==> config.mk <==
export PLATFORM = sky130hd
export DESIGN_NAME = sbp_stage_mem_update_ctrl
export DESIGN_NICKNAME = d
export VERILOG_FILES = /design/src/rtl/sbp_stage_mem_update_ctrl.sv
export SDC_FILE = /design/constraint.sdc
export NUM_CORES = 1
export LEC_CHECK = 0
export CORE_AREA = 4 4 171 173
export CTS_CLUSTER_SIZE = 20
export DETAILED_ROUTE_END_ITERATION = 16
export DIE_AREA = 0 0 175 177
export GPL_ROUTABILITY_DRIVEN = 0
export PLACE_DENSITY = 0.66
export SKIP_CTS_REPAIR_TIMING = 1
export SLEW_MARGIN = 20
export SYNTH_ARGS = -nofsm -noshare
export SYNTH_HDL_FRONTEND = slang
export SYNTH_SLANG_ARGS = --single-unit
==> constraint.sdc <==
create_clock -name clk -period 6.1 [get_ports clk]
set_input_delay 0.61 -clock clk [delete_from_list [all_inputs] [get_ports clk]]
set_output_delay 0.61 -clock clk [all_outputs]
set_load 0.05 [all_outputs]
==> src/rtl/sbp_stage_mem_update_ctrl.sv <==
// Stage-memory port arbiter: lookups read every valid slot, queued route updates commit in bubbles.
// Optional SBP_UPD_STATS_EN adds saturating commit / hold-entry counters.
module sbp_stage_mem_update_ctrl #(
    parameter int ADDR_BITS  = 11,
    parameter int DATA_BITS  = 64,
    parameter int FIFO_DEPTH = 4,
    parameter int MAX_WAIT   = 16
) (
    input  logic                            clk,
    input  logic                            rst,
    input  logic                            pipe_valid_i,
    input  logic [ADDR_BITS-1:0]            pipe_addr_i,
    input  logic                            upd_valid_i,
    output logic                            upd_ready_o,
    input  logic [ADDR_BITS-1:0]            upd_addr_i,
    input  logic [DATA_BITS-1:0]            upd_data_i,
    output logic                            mem_write_o,
    output logic [ADDR_BITS-1:0]            mem_addr_o,
    output logic [DATA_BITS-1:0]            mem_wdata_o,
    output logic                            hold_o,
    output logic [$clog2(FIFO_DEPTH):0]     upd_pending_o
`ifdef SBP_UPD_STATS_EN
    ,
    output logic [15:0]                     stat_commits_o,
    output logic [15:0]                     stat_holds_o
`endif
);

    localparam int PTR_W = $clog2(FIFO_DEPTH);
    localparam int CNT_W = PTR_W + 1;
    localparam logic [7:0] WAIT_MAX = 8'(MAX_WAIT - 1);

    typedef enum logic [1:0] {ST_IDLE, ST_PEND, ST_HOLD} state_t;

    logic [ADDR_BITS-1:0] r_addr_mem [FIFO_DEPTH];
    logic [DATA_BITS-1:0] r_data_mem [FIFO_DEPTH];
    logic [PTR_W-1:0]     r_wptr, r_rptr;
    logic [CNT_W-1:0]     r_count;
    logic [CNT_W-1:0]     w_count_nxt;
    state_t               r_state, w_state_nxt;
    logic [7:0]           r_wait, w_wait_nxt;
    logic                 w_empty, w_full, w_push, w_commit;

    assign w_empty = (r_count == '0);
    assign w_full  = (r_count == CNT_W'(FIFO_DEPTH));

    // Ready depends only on registered count so a same-cycle pop never frees a slot.
    assign upd_ready_o = rst && !w_full;
    assign w_push      = upd_valid_i && upd_ready_o;
    assign w_commit    = rst && !pipe_valid_i && !w_empty;
    assign w_count_nxt = r_count + CNT_W'(w_push) - CNT_W'(w_commit);

    assign mem_write_o   = w_commit;
    assign mem_addr_o    = w_commit ? r_addr_mem[r_rptr] : pipe_addr_i;
    assign mem_wdata_o   = w_empty ? '0 : r_data_mem[r_rptr];
    assign hold_o        = (r_state == ST_HOLD);
    assign upd_pending_o = r_count;

    always_ff @(posedge clk) begin
        if (w_push) begin
            r_addr_mem[r_wptr] <= upd_addr_i;
            r_data_mem[r_wptr] <= upd_data_i;
        end
    end

    always_ff @(posedge clk) begin
        if (!rst) begin
            r_wptr  <= '0;
            r_rptr  <= '0;
            r_count <= '0;
            r_state <= ST_IDLE;
            r_wait  <= '0;
        end else begin
            if (w_push)   r_wptr <= r_wptr + 1'b1;
            if (w_commit) r_rptr <= r_rptr + 1'b1;
            r_count <= w_count_nxt;
            r_state <= w_state_nxt;
            r_wait  <= w_wait_nxt;
        end
    end

    always_comb begin
        w_state_nxt = r_state;
        w_wait_nxt  = r_wait;
        case (r_state)
            ST_IDLE: begin
                w_wait_nxt = '0;
                if (w_count_nxt != '0) w_state_nxt = ST_PEND;
            end
            ST_PEND: begin
                if (w_count_nxt == '0) begin
                    w_state_nxt = ST_IDLE;
                    w_wait_nxt  = '0;
                end else if (w_commit) begin
                    w_wait_nxt  = '0;
                end else if (r_wait == WAIT_MAX) begin
                    w_state_nxt = ST_HOLD;
                end else begin
                    w_wait_nxt  = r_wait + 8'd1;
                end
            end
            ST_HOLD: begin
                // Hold persists until the queue fully drains, even across new pushes.
                if (w_count_nxt == '0) begin
                    w_state_nxt = ST_IDLE;
                    w_wait_nxt  = '0;
                end else if (w_commit) begin
                    w_wait_nxt  = '0;
                end else if (r_wait != WAIT_MAX) begin
                    w_wait_nxt  = r_wait + 8'd1;
                end
            end
            default: begin
                w_state_nxt = ST_IDLE;
                w_wait_nxt  = '0;
            end
        endcase
    end

`ifdef SBP_UPD_STATS_EN
    logic r_unused_stats;
    logic w_hold_entry;
    assign w_hold_entry = (r_state == ST_PEND) && (w_state_nxt == ST_HOLD);

    always_ff @(posedge clk) begin
        if (!rst) begin
            stat_commits_o <= '0;
            stat_holds_o   <= '0;
            r_unused_stats <= 1'b0;
        end else begin
            if (w_commit && stat_commits_o != 16'hFFFF)   stat_commits_o <= stat_commits_o + 16'd1;
            if (w_hold_entry && stat_holds_o != 16'hFFFF) stat_holds_o   <= stat_holds_o + 16'd1;
            r_unused_stats <= 1'b0;
        end
    end
`endif

endmodule

-- Yosys cells after proc, flatten, opt, wreduce, memory -nomap -nowiden
Memories as Yosys holds them, arrays and structs flattened. A register that Yosys moved wholly into a read port is not among the register bits.
Cells that the tools add are included.
- register bits: 17
- bits in writable memories: 300
- input bits: 90
- output and inout port bits: 81
- logic and storage cells: 57
- memories: 2
- memories (name ; depth ; bits a word ; rd ports ; clocked after memory_dff ; write ports ; line ; text):
    r_data_mem ; 4 ; 64 ; 1 ; 1 ; 1 ; 36 ; logic [DATA_BITS-1:0] r_data_mem [FIFO_DEPTH];
    r_addr_mem ; 4 ; 11 ; 1 ; 1 ; 1 ; 35 ; logic [ADDR_BITS-1:0] r_addr_mem [FIFO_DEPTH];
- add/subtract/negate cells: 5
- equal/unequal tests: 11
- muxes and demuxes: 21
- reductions and logical operators: 13
- operator list (cell ; number):
    two-way mux 64 bit ; 1
    two-way mux 8 bit ; 6
    two-way mux 2 bit ; 9
    one-hot mux 8 bit (2 select lines) ; 1
    two-way mux 11 bit ; 1
    adder 8 x 1 -> 8 bit (second input constant) ; 1
    == test 8 x 4 -> 1 bit (second input constant) ; 1
    != test 8 x 4 -> 1 bit (second input constant) ; 1
    logical NOT 3 bit ; 2
    != test 3 bit (second input constant) ; 2
    one-hot mux 2 bit (3 select lines) ; 1
    adder 2 x 1 -> 2 bit (second input constant) ; 2
    logical AND 1 bit ; 4
    != test 4 x 1 -> 1 bit (second input constant) ; 1
    != test 4 bit (second input constant) ; 1
    AND reduction 4 bit ; 1
    adder 3 x 1 -> 3 bit ; 1
    == test 3 bit (second input constant) ; 1
    logical NOT 1 bit ; 3
    nonzero test 3 bit ; 1
    subtractor 3 x 1 -> 3 bit ; 1
    == test 2 x 1 -> 1 bit (second input constant) ; 1
    == test 2 bit (second input constant) ; 1
    logical NOT 2 bit ; 1
    4 further kinds ; 5

-- Depth between registers and ports, before layout
Gate-level depths: netlist of run 1.
- word-level depth: 9
- gate-level depth with buffers: 13
- mapped depth without buffers: 13

-- Worst setup path after synthesis of run 1
No wires, ideal clock.
- path type: register to register
- start: register r_count[0], in the netlist upd_pending_o[0]
- end: memory r_addr_mem[1][0] (enable)
- setup time: 0.442 ns
- data arrival time: 3.615 ns
- required time: 5.658 ns
- path slack: 2.043 ns
- cell stages (with the launch flop): 4
- path buffers: 0
- clock period less this slack: 4.057 ns
- cell sequence: dfxtp_1 nor2_1 a21oi_1 and3_1
- cells in the longest elaborated chain, start to end: 6
- ends and longest elaborated chain (item ; line ; text):
    start, declared ; 38 ; logic [CNT_W-1:0] r_count;
    start signal, assigned ; 76 ; r_count <= w_count_nxt;
    == test 3 bit ; 45 ; assign w_full = (r_count == CNT_W'(FIFO_DEPTH));
    logical NOT 1 bit ; 48 ; assign upd_ready_o = rst && !w_full;
    logical AND 1 bit ; 48 ;
    named net upd_ready_o ; 14 ; output logic upd_ready_o,
    logical AND 1 bit ; 49 ; assign w_push = upd_valid_i && upd_ready_o;
    two-way mux 1 bit ; 60 ; if (w_push) begin
    two-way mux 1 bit (implied by the code) ; 61 ; r_addr_mem[r_wptr] <= upd_addr_i;
    end, declared ; 35 ;
The timed path passes the listed nets, and every way through them passes these cells.

-- Worst setup path in the final report of run 1
- start: input rst
- end: output mem_addr_o[4]
- cells in the longest elaborated chain, start to end: 3
- ends and longest elaborated chain (item ; line ; text):
    start, declared ; 10 ; input logic rst,
    logical AND 1 bit (2 in a row) ; 50 ; assign w_commit = rst && !pipe_valid_i && !w_empty;
    two-way mux 11 bit ; 54 ; assign mem_addr_o = w_commit ? r_addr_mem[r_rptr] : pipe_addr_i;
    end, declared ; 18 ; output logic [ADDR_BITS-1:0] mem_addr_o,
No other way between the ends.

==> results of run 1 <==
## cell type report
| type | instances | area, um^2 |
|---|---|---|
| Fill cell | 2141 | 12100 |
| Sequential cell | 319 | 9400 |
| Multi-Input combinational cell | 249 | 2820 |
| Timing Repair Buffer | 177 | 1770 |
| Clock buffer | 46 | 917 |
| Tap cell | 378 | 473 |
| Clock inverter | 13 | 109 |
| Inverter | 12 | 45.0 |
## cell usage in the layout, fill, tap and decap left out, types with 3 or more instances in the layout
cell | netlist | routed
clkbuf_1 | 14 | 11
clkinv_1 | 0 | 8
nand2_1 | 40 | 40
xnor2_1 | 7 | 7
and2_1 | 68 | 68
nor2_1 | 21 | 21
ha_1 | 10 | 10
a21oi_1 | 3 | 3
mux4_2 | 75 | 75
inv_1 | 10 | 10
clkdlybuf4s50_1 | 0 | 170
nand3_1 | 3 | 3
edfxtp_1 | 300 | 300
buf_4 | 0 | 6
clkbuf_16 | 0 | 35
dfxtp_1 | 19 | 17
and3_4 | 0 | 4
## power breakdown
part / internal (mW) / switching [mW]
registers: 2.52 / 0.0709
clock network: 1.14 / 0.764
logic: 0.741 / 1.30
## sequential cells by signal (all words and copies together) (netlist names), named ones only
register / count
r_data_mem: 256
r_addr_mem: 44
r_wait: 8
upd_pending_o: 3
r_rptr: 2
r_state: 2
r_wptr: 2
## path summary, 6_finish.rpt
| path | from | end | slack (ps) | depth (start not counted) |
|---|---|---|---|---|
| worst max-delay path | rst | mem_addr_o[4] | 2170 | 6 |
| worst min-delay path | r_rptr[1] | r_rptr[1] | 540 | 2 |
| worst max register to register | upd_pending_o[0] | r_state[1] | 2420 | 11 |
| worst min register to register | r_rptr[1] | r_rptr[1] | 540 | 2 |
## metrics by stage
stage | area (um^2) | hold WS, ps | std cells | util, %
finish | 15500 | 536 | 1194 | 56.2
global route | 15500 | 568 | 1194 | 56.2
CTS | 15500 | 542 | 1194 | 56.2
detailed placement | 14500 | 531 | 1135 | 52.5
global placement | 14500 | 500 | 1135 | 52.5
floorplan | 12300 | 485 | 605 | -
## worst reg2reg max path, stage by stage (launching register included)
cell and delay (ps):
dfxtp_1 340, or3_2 500, nand3_1 500, inv_2 300, ha_1 360, inv_1 40
ha_1 190, fa_1 410, xor3_1 260, nand2_1 180, and2_1 220, a2111oi_2 290
## per-layer routing
| metal | global-route usage (%) | vias up | routed length (um) |
|---|---|---|---|
| li1 | - | 2772 | - |
| met1 | 19.5 | 3152 | 9750 |
| met2 | 28.1 | 145 | 12800 |
| met3 | 3.25 | 36 | 1160 |
| met4 | 4.26 | 0 | 494 |
| met5 | 0 | - | 0 |
## cells by family (layout without fill, tap and decap cells)
logic type | Yosys count | in the layout | share of synthesized area [%]
AO/OA/AOI/OAI | 11 | 11 | 0.872
multiplexers | 76 | 76 | 13.8
buffers and inverters | 37 | 248 | 1.21
XOR/XNOR | 10 | 10 | 0.832
flip-flops | 319 | 319 | 76.1
adder cells (fa/ha/maj) | 11 | 11 | 1.18
AND/OR/NAND/NOR | 141 | 141 | 6.02
==> run_results.csv, run 1 <==
group,metric,value,unit
yosys,synth_cell_type_count,32,
clocking,clock_tree.htree_level_count,2,
timing,slew-limit-headroom,45.4,%
timing,layout_min_cycle_time,3930,ps
global_routing,grt_pass1_vias,6772,
yosys,netlist.top_cell.by_area,"edfxtp_1",
critical_path,worst_ep_arrival_time,3320,ps
floorplanning,core_area,0.0276,mm^2
clocking,clkSlewWorstSetupHoldPaths,50,ps
yosys,synthesized_area,0.0123,mm^2
global_routing,antenna_found_initial,0,
power,total_power_per_unit_cell_area,420,mW/mm^2
power,power.total,6.53,mW
drt,drc,0,
final_layout,final_layout_size_suffix_gt1_share,16.9,%
run,max_cap_violations,0,
placement,dp_worst_setup_slack,1870,ps
timing,timing_hold_violations_final,0,
clocking,clock_sinks,319,
clocking,cts-root-to-sink-buffers,3,
global_routing,pin_count_of_the_biggest_net_entering_global_routing,66,
floorplanning,fp.dieW,175,um
global_routing,grt_usage,15.7,%
yosys,synth_flop_cell,"edfxtp_1",
yosys,ys_warn_count,0,
worst_hold_path,worst_hold_path_type,"reg2reg",
timing,worst_clock_skew,17.6,ps
power,p_leak,4.96,nW
yosys,ys_seq_elements,319,
drt,drt.antenna.violating_nets,0,
floorplanning,floorplan.io_pins,171,
clocking,clk_latency,490,ps
yosys,share_of_flip_flops_with_an_asynchronous_set_or_reset_after_synthesis,0,%
yosys,synth_top_area_share,73.0,%
clocking,tritoncts,"done",
critical_path,worst_setup_path_start_kind,"input port",
global_routing,grt_first_pass_wirelength,37900,um
drt,vias,6105,
drt,drt-wirelength-per-cell,20.3,um
critical_path,timing.critical_path.required,5490,ps
critical_path,cp_slowest_cell,"clkdlybuf4s50_1",
timing,clock.fmax,0.255,GHz
drt,totalWireLength,24200,um
critical_path,path_buf_inv,3,
critical_path,critPathMaxStageDelay,800,ps
placement,detailed_placement_hpwl,14300,um
timing,post-route-period-util,64.4,%
final_layout,area.growth.synth_to_final,25.9,%
yosys,synth_cells,605,
yosys,post_synth_most_frequent_cells,"edfxtp_1 (300), mux4_2 (75), and2_1 (68), nand2_1 (40), nor2_1 (21)",
placement,placement.io_buffers,170,
final_layout,layout.nets,895,
timing,worst_slew_pin_slew,820,ps
drt,initialDrtViolationCount,367,
clocking,cts_root_buf,"clkbuf_16",
floorplanning,chipHeight,177,um
status,status,"complete, no violations",
timing,unrepaired_setup_endpoints_after_global_routing,"false",
floorplanning,start_util,44.6,%
timing,setup_viol,0,
critical_path,cp-end-kind,"output port",
timing,tns,0,ps
timing,slew_violations,0,
global_routing,grt_overflow,0,
final_layout,antenna-diode-count,0,
timing,layout_setup_ws,2170,ps
yosys,synth-edff-count,300,
yosys,synth.avg_cell_area,20.4,um^2
yosys,mappedNetlistNets,706,
critical_path,path_max_fanout,15,
drt,detailedRoute.firstPassIterationCount,4,
critical_path,crit_type,"in2out",
yosys,synth.top_cells.by_area,"edfxtp_1 (73%), mux4_2 (14%), and2_1 (3.4%)",
critical_path,critPathTopFamily,"buffers and inverters",
drt,vias_per_cell,5.11,
clocking,number_of_buffers_created_by_cts,35,
floorplanning,rows,61,
power,vdd_ir_drop_max,0.308,mV
yosys,synth_seq_area_share,76.1,%
critical_path,path_cells,"clkdlybuf4s50_1 -> nand3_1 -> inv_2 -> nand2_1 -> nand2_1 -> clkdlybuf4s50_1",
yosys,synthMostInstantiatedCell,"edfxtp_1",
floorplanning,floorplan.die_area,0.0310,mm^2
(Power assumes the default switching activity.)
==> run 2: changes to the inputs <==
--- a/config.mk
+++ b/config.mk
@@ -10,7 +10,7 @@
 export DETAILED_ROUTE_END_ITERATION = 16
 export DIE_AREA = 0 0 175 177
 export GPL_ROUTABILITY_DRIVEN = 0
-export PLACE_DENSITY = 0.66
+export PLACE_DENSITY = 0.69
 export SKIP_CTS_REPAIR_TIMING = 1
 export SLEW_MARGIN = 20
 export SYNTH_ARGS = -nofsm -noshare
==> constraint.sdc (replaced) <==
create_clock -name clk -period 3.45 [get_ports clk]
set_input_delay 0.345 -clock clk [delete_from_list [all_inputs] [get_ports clk]]
set_output_delay 0.345 -clock clk [all_outputs]
set_load 0.05 [all_outputs]
==> run 2 against run 1 <==
Compared with the run above: count of clock-buffer cells in the layout is 6 lower; final cell count increased by 0.92%; non-clock buffer count increased by 11; combinational power grew 86%; die area stayed put; hold slack worse by 53 ps; critical path type is now reg2out; largest power group unchanged.
==> run_results.csv, run 2 (synthesis gave the netlist of run 1 again) <==
group,metric,value,unit
status,status,"complete, no violations",
floorplanning,chipHeight,177,um
power,p_leak,5.11,nW
final_layout,fin_cells,1205,
timing,worst_slew_pin_slew,722,ps
floorplanning,start_util,44.6,%
final_layout,antenna-diode-count,0,
final_layout,regMostFlops,"r_data_mem",
critical_path,worst_setup_path_start_kind,"flip-flop",
drt,initialDrtViolationCount,419,
final_layout,multi_input_area,0.00283,mm^2
worst_hold_path,worst_hold_path_type,"in2reg",
clocking,cts_root_buf,"clkbuf_16",
drt,detailedRoute.firstPassIterationCount,5,
global_routing,grt_usage,16.5,%
critical_path,crit_type,"reg2out",
final_layout,area.growth.synth_to_final,28.3,%
critical_path,worst_ep_arrival_time,2860,ps
power,power_switching,3.83,mW
global_routing,pin_count_of_the_biggest_net_entering_global_routing,66,
worst_hold_path,timing.hold.worst_path_depth,1,
critical_path,cp-end-kind,"output port",
placement,dp_worst_setup_slack,13.1,ps
timing,timing_hold_violations_final,0,
drt,drt-wirelength-per-cell,20.8,um
critical_path,path_max_fanout,65,
floorplanning,core_area,0.0276,mm^2
final_layout,layout.cells.most_common,"edfxtp_1",
global_routing,grt_pass1_vias,7007,
timing,slew_violations,0,
global_routing,grt_first_pass_wirelength,39700,um
clocking,tritoncts,"done",
floorplanning,floorplan.io_pins,171,
run,max_cap_violations,0,
placement,placement.io_buffers,170,
critical_path,reg2regPathDepth,13,
timing,worst_clock_skew,11.5,ps
clocking,clock_sinks,319,
floorplanning,fp.dieW,175,um
timing,slew-limit-headroom,51.9,%
worst_hold_path,min-delay-start,"upd_data_i[20]",
timing,layout_min_cycle_time,3200,ps
drt,vias_per_cell,5.15,
power,power.clock.fraction,28.7,%
power,internal_power,7.86,mW
drt,totalWireLength,25000,um
placement,detailed_placement_hpwl,15600,um
floorplanning,floorplan.die_area,0.0310,mm^2
timing,tns,0,ps
global_routing,antenna_found_initial,1,
drt,drt.antenna.violating_nets,0,
final_layout,seqCellArea,0.00940,mm^2
timing,clock.fmax,0.312,GHz
global_routing,grt_overflow,0,
timing,unrepaired_setup_endpoints_after_global_routing,"false",
clocking,clk_latency,490,ps
final_layout,layout.nets,905,
power,total_power_per_unit_cell_area,738,mW/mm^2
clocking,cts-root-to-sink-buffers,3,
drt,drc,0,
critical_path,regToRegStartpoint,"upd_pending_o[1]",
timing,post-route-period-util,92.9,%
placement,dp.cells,1146,
final_layout,final_layout_size_suffix_gt1_share,20.4,%
final_layout,reg_top3,"r_data_mem x256, r_addr_mem x44, r_wait x8",
final_layout,mostFrequentLayoutCells,"edfxtp_1 (300), clkdlybuf4s50_1 (158), mux4_2 (75)",
clocking,clkSlewWorstSetupHoldPaths,60,ps
floorplanning,rows,61,
timing,layout_setup_ws,246,ps
final_layout,filler_cell_count,2125,
critical_path,crit_path_start,"upd_pending_o[2]",
final_layout,largest_reg_flops,256,
power,vdd_ir_drop_max,0.650,mV
timing,setup_viol,0,
power,power.sequential.fraction,38.8,%
power,power.combinational.fraction,32.5,%
clocking,clock_tree.htree_level_count,2,
critical_path,timing.critical_path.required,3110,ps
power,netSwitchingFraction,32.8,%
clocking,number_of_buffers_created_by_cts,34,
drt,vias,6206,
run 2: area by class of cell:
cell class / instances / share of cell area (%)
clock buffer: 40 / 5.65
clock inverter: 19 / 0.917
inverter: 12 / 0.285
multi-input combinational: 249 / 17.9
sequential: 319 / 59.4
tap: 378 / 2.99
timing repair buffer: 188 / 12.9
run 2: final timing paths:
check | end | slack, ps
max | mem_wdata_o[30] | 250
max reg2reg | r_wait[4] | 490
min | r_data_mem[2][20] | 480
min reg2reg | r_rptr[1] | 550
run 2: routing by layer:
| layer | track usage [%] | part of all wire [%] | vias up |
|---|---|---|---|
| met4 | 4.29 | 2.0 | 2 |
| li1 | - | - | 2796 |
| met3 | 4.76 | 6.8 | 42 |
| met1 | 21.5 | 42 | 3163 |
| met5 | 0 | 0.052 | - |
| met2 | 27.8 | 49 | 203 |
run 2: per-stage QoR:
stage	hold slack (ps)	area, um^2	power (mW)	utilization, %
2_1_floorplan	444	12400	7.05	-
3_3_place_gp	498	14800	8.38	53.5
3_5_place_dp	522	14800	8.44	53.5
4_1_cts	455	15800	11.8	57.3
5_1_grt	478	15800	12.2	57.3
6_report	483	15800	11.7	57.3
run 2: critical path, stage by stage, from the launching register on:
cell	delay [ps]
dfxtp_1	450
or3_2	180
buf_4	570
and2_1	290
clkdlybuf4s50_1	840
run 2: power by group through the flow:
stage                     Sequential [mW]  Combinational (mW)  Clock (mW)
after global routing                 4.55                4.01        3.64
after CTS                            4.53                3.85        3.46
final                                4.53                3.80        3.36
after detailed placement             4.61                3.82           0
after global placement               4.59                3.79           0
after floorplan                      4.62                2.43           0
==> run 3: changes to the inputs <==
--- a/config.mk
+++ b/config.mk
@@ -11,7 +11,6 @@
 export DIE_AREA = 0 0 175 177
 export GPL_ROUTABILITY_DRIVEN = 0
 export PLACE_DENSITY = 0.69
-export SKIP_CTS_REPAIR_TIMING = 1
 export SLEW_MARGIN = 20
 export SYNTH_ARGS = -nofsm -noshare
 export SYNTH_HDL_FRONTEND = slang
==> results of run 3 <==
Same layout as run 2: the final DEF is identical, and so are final timing and power.
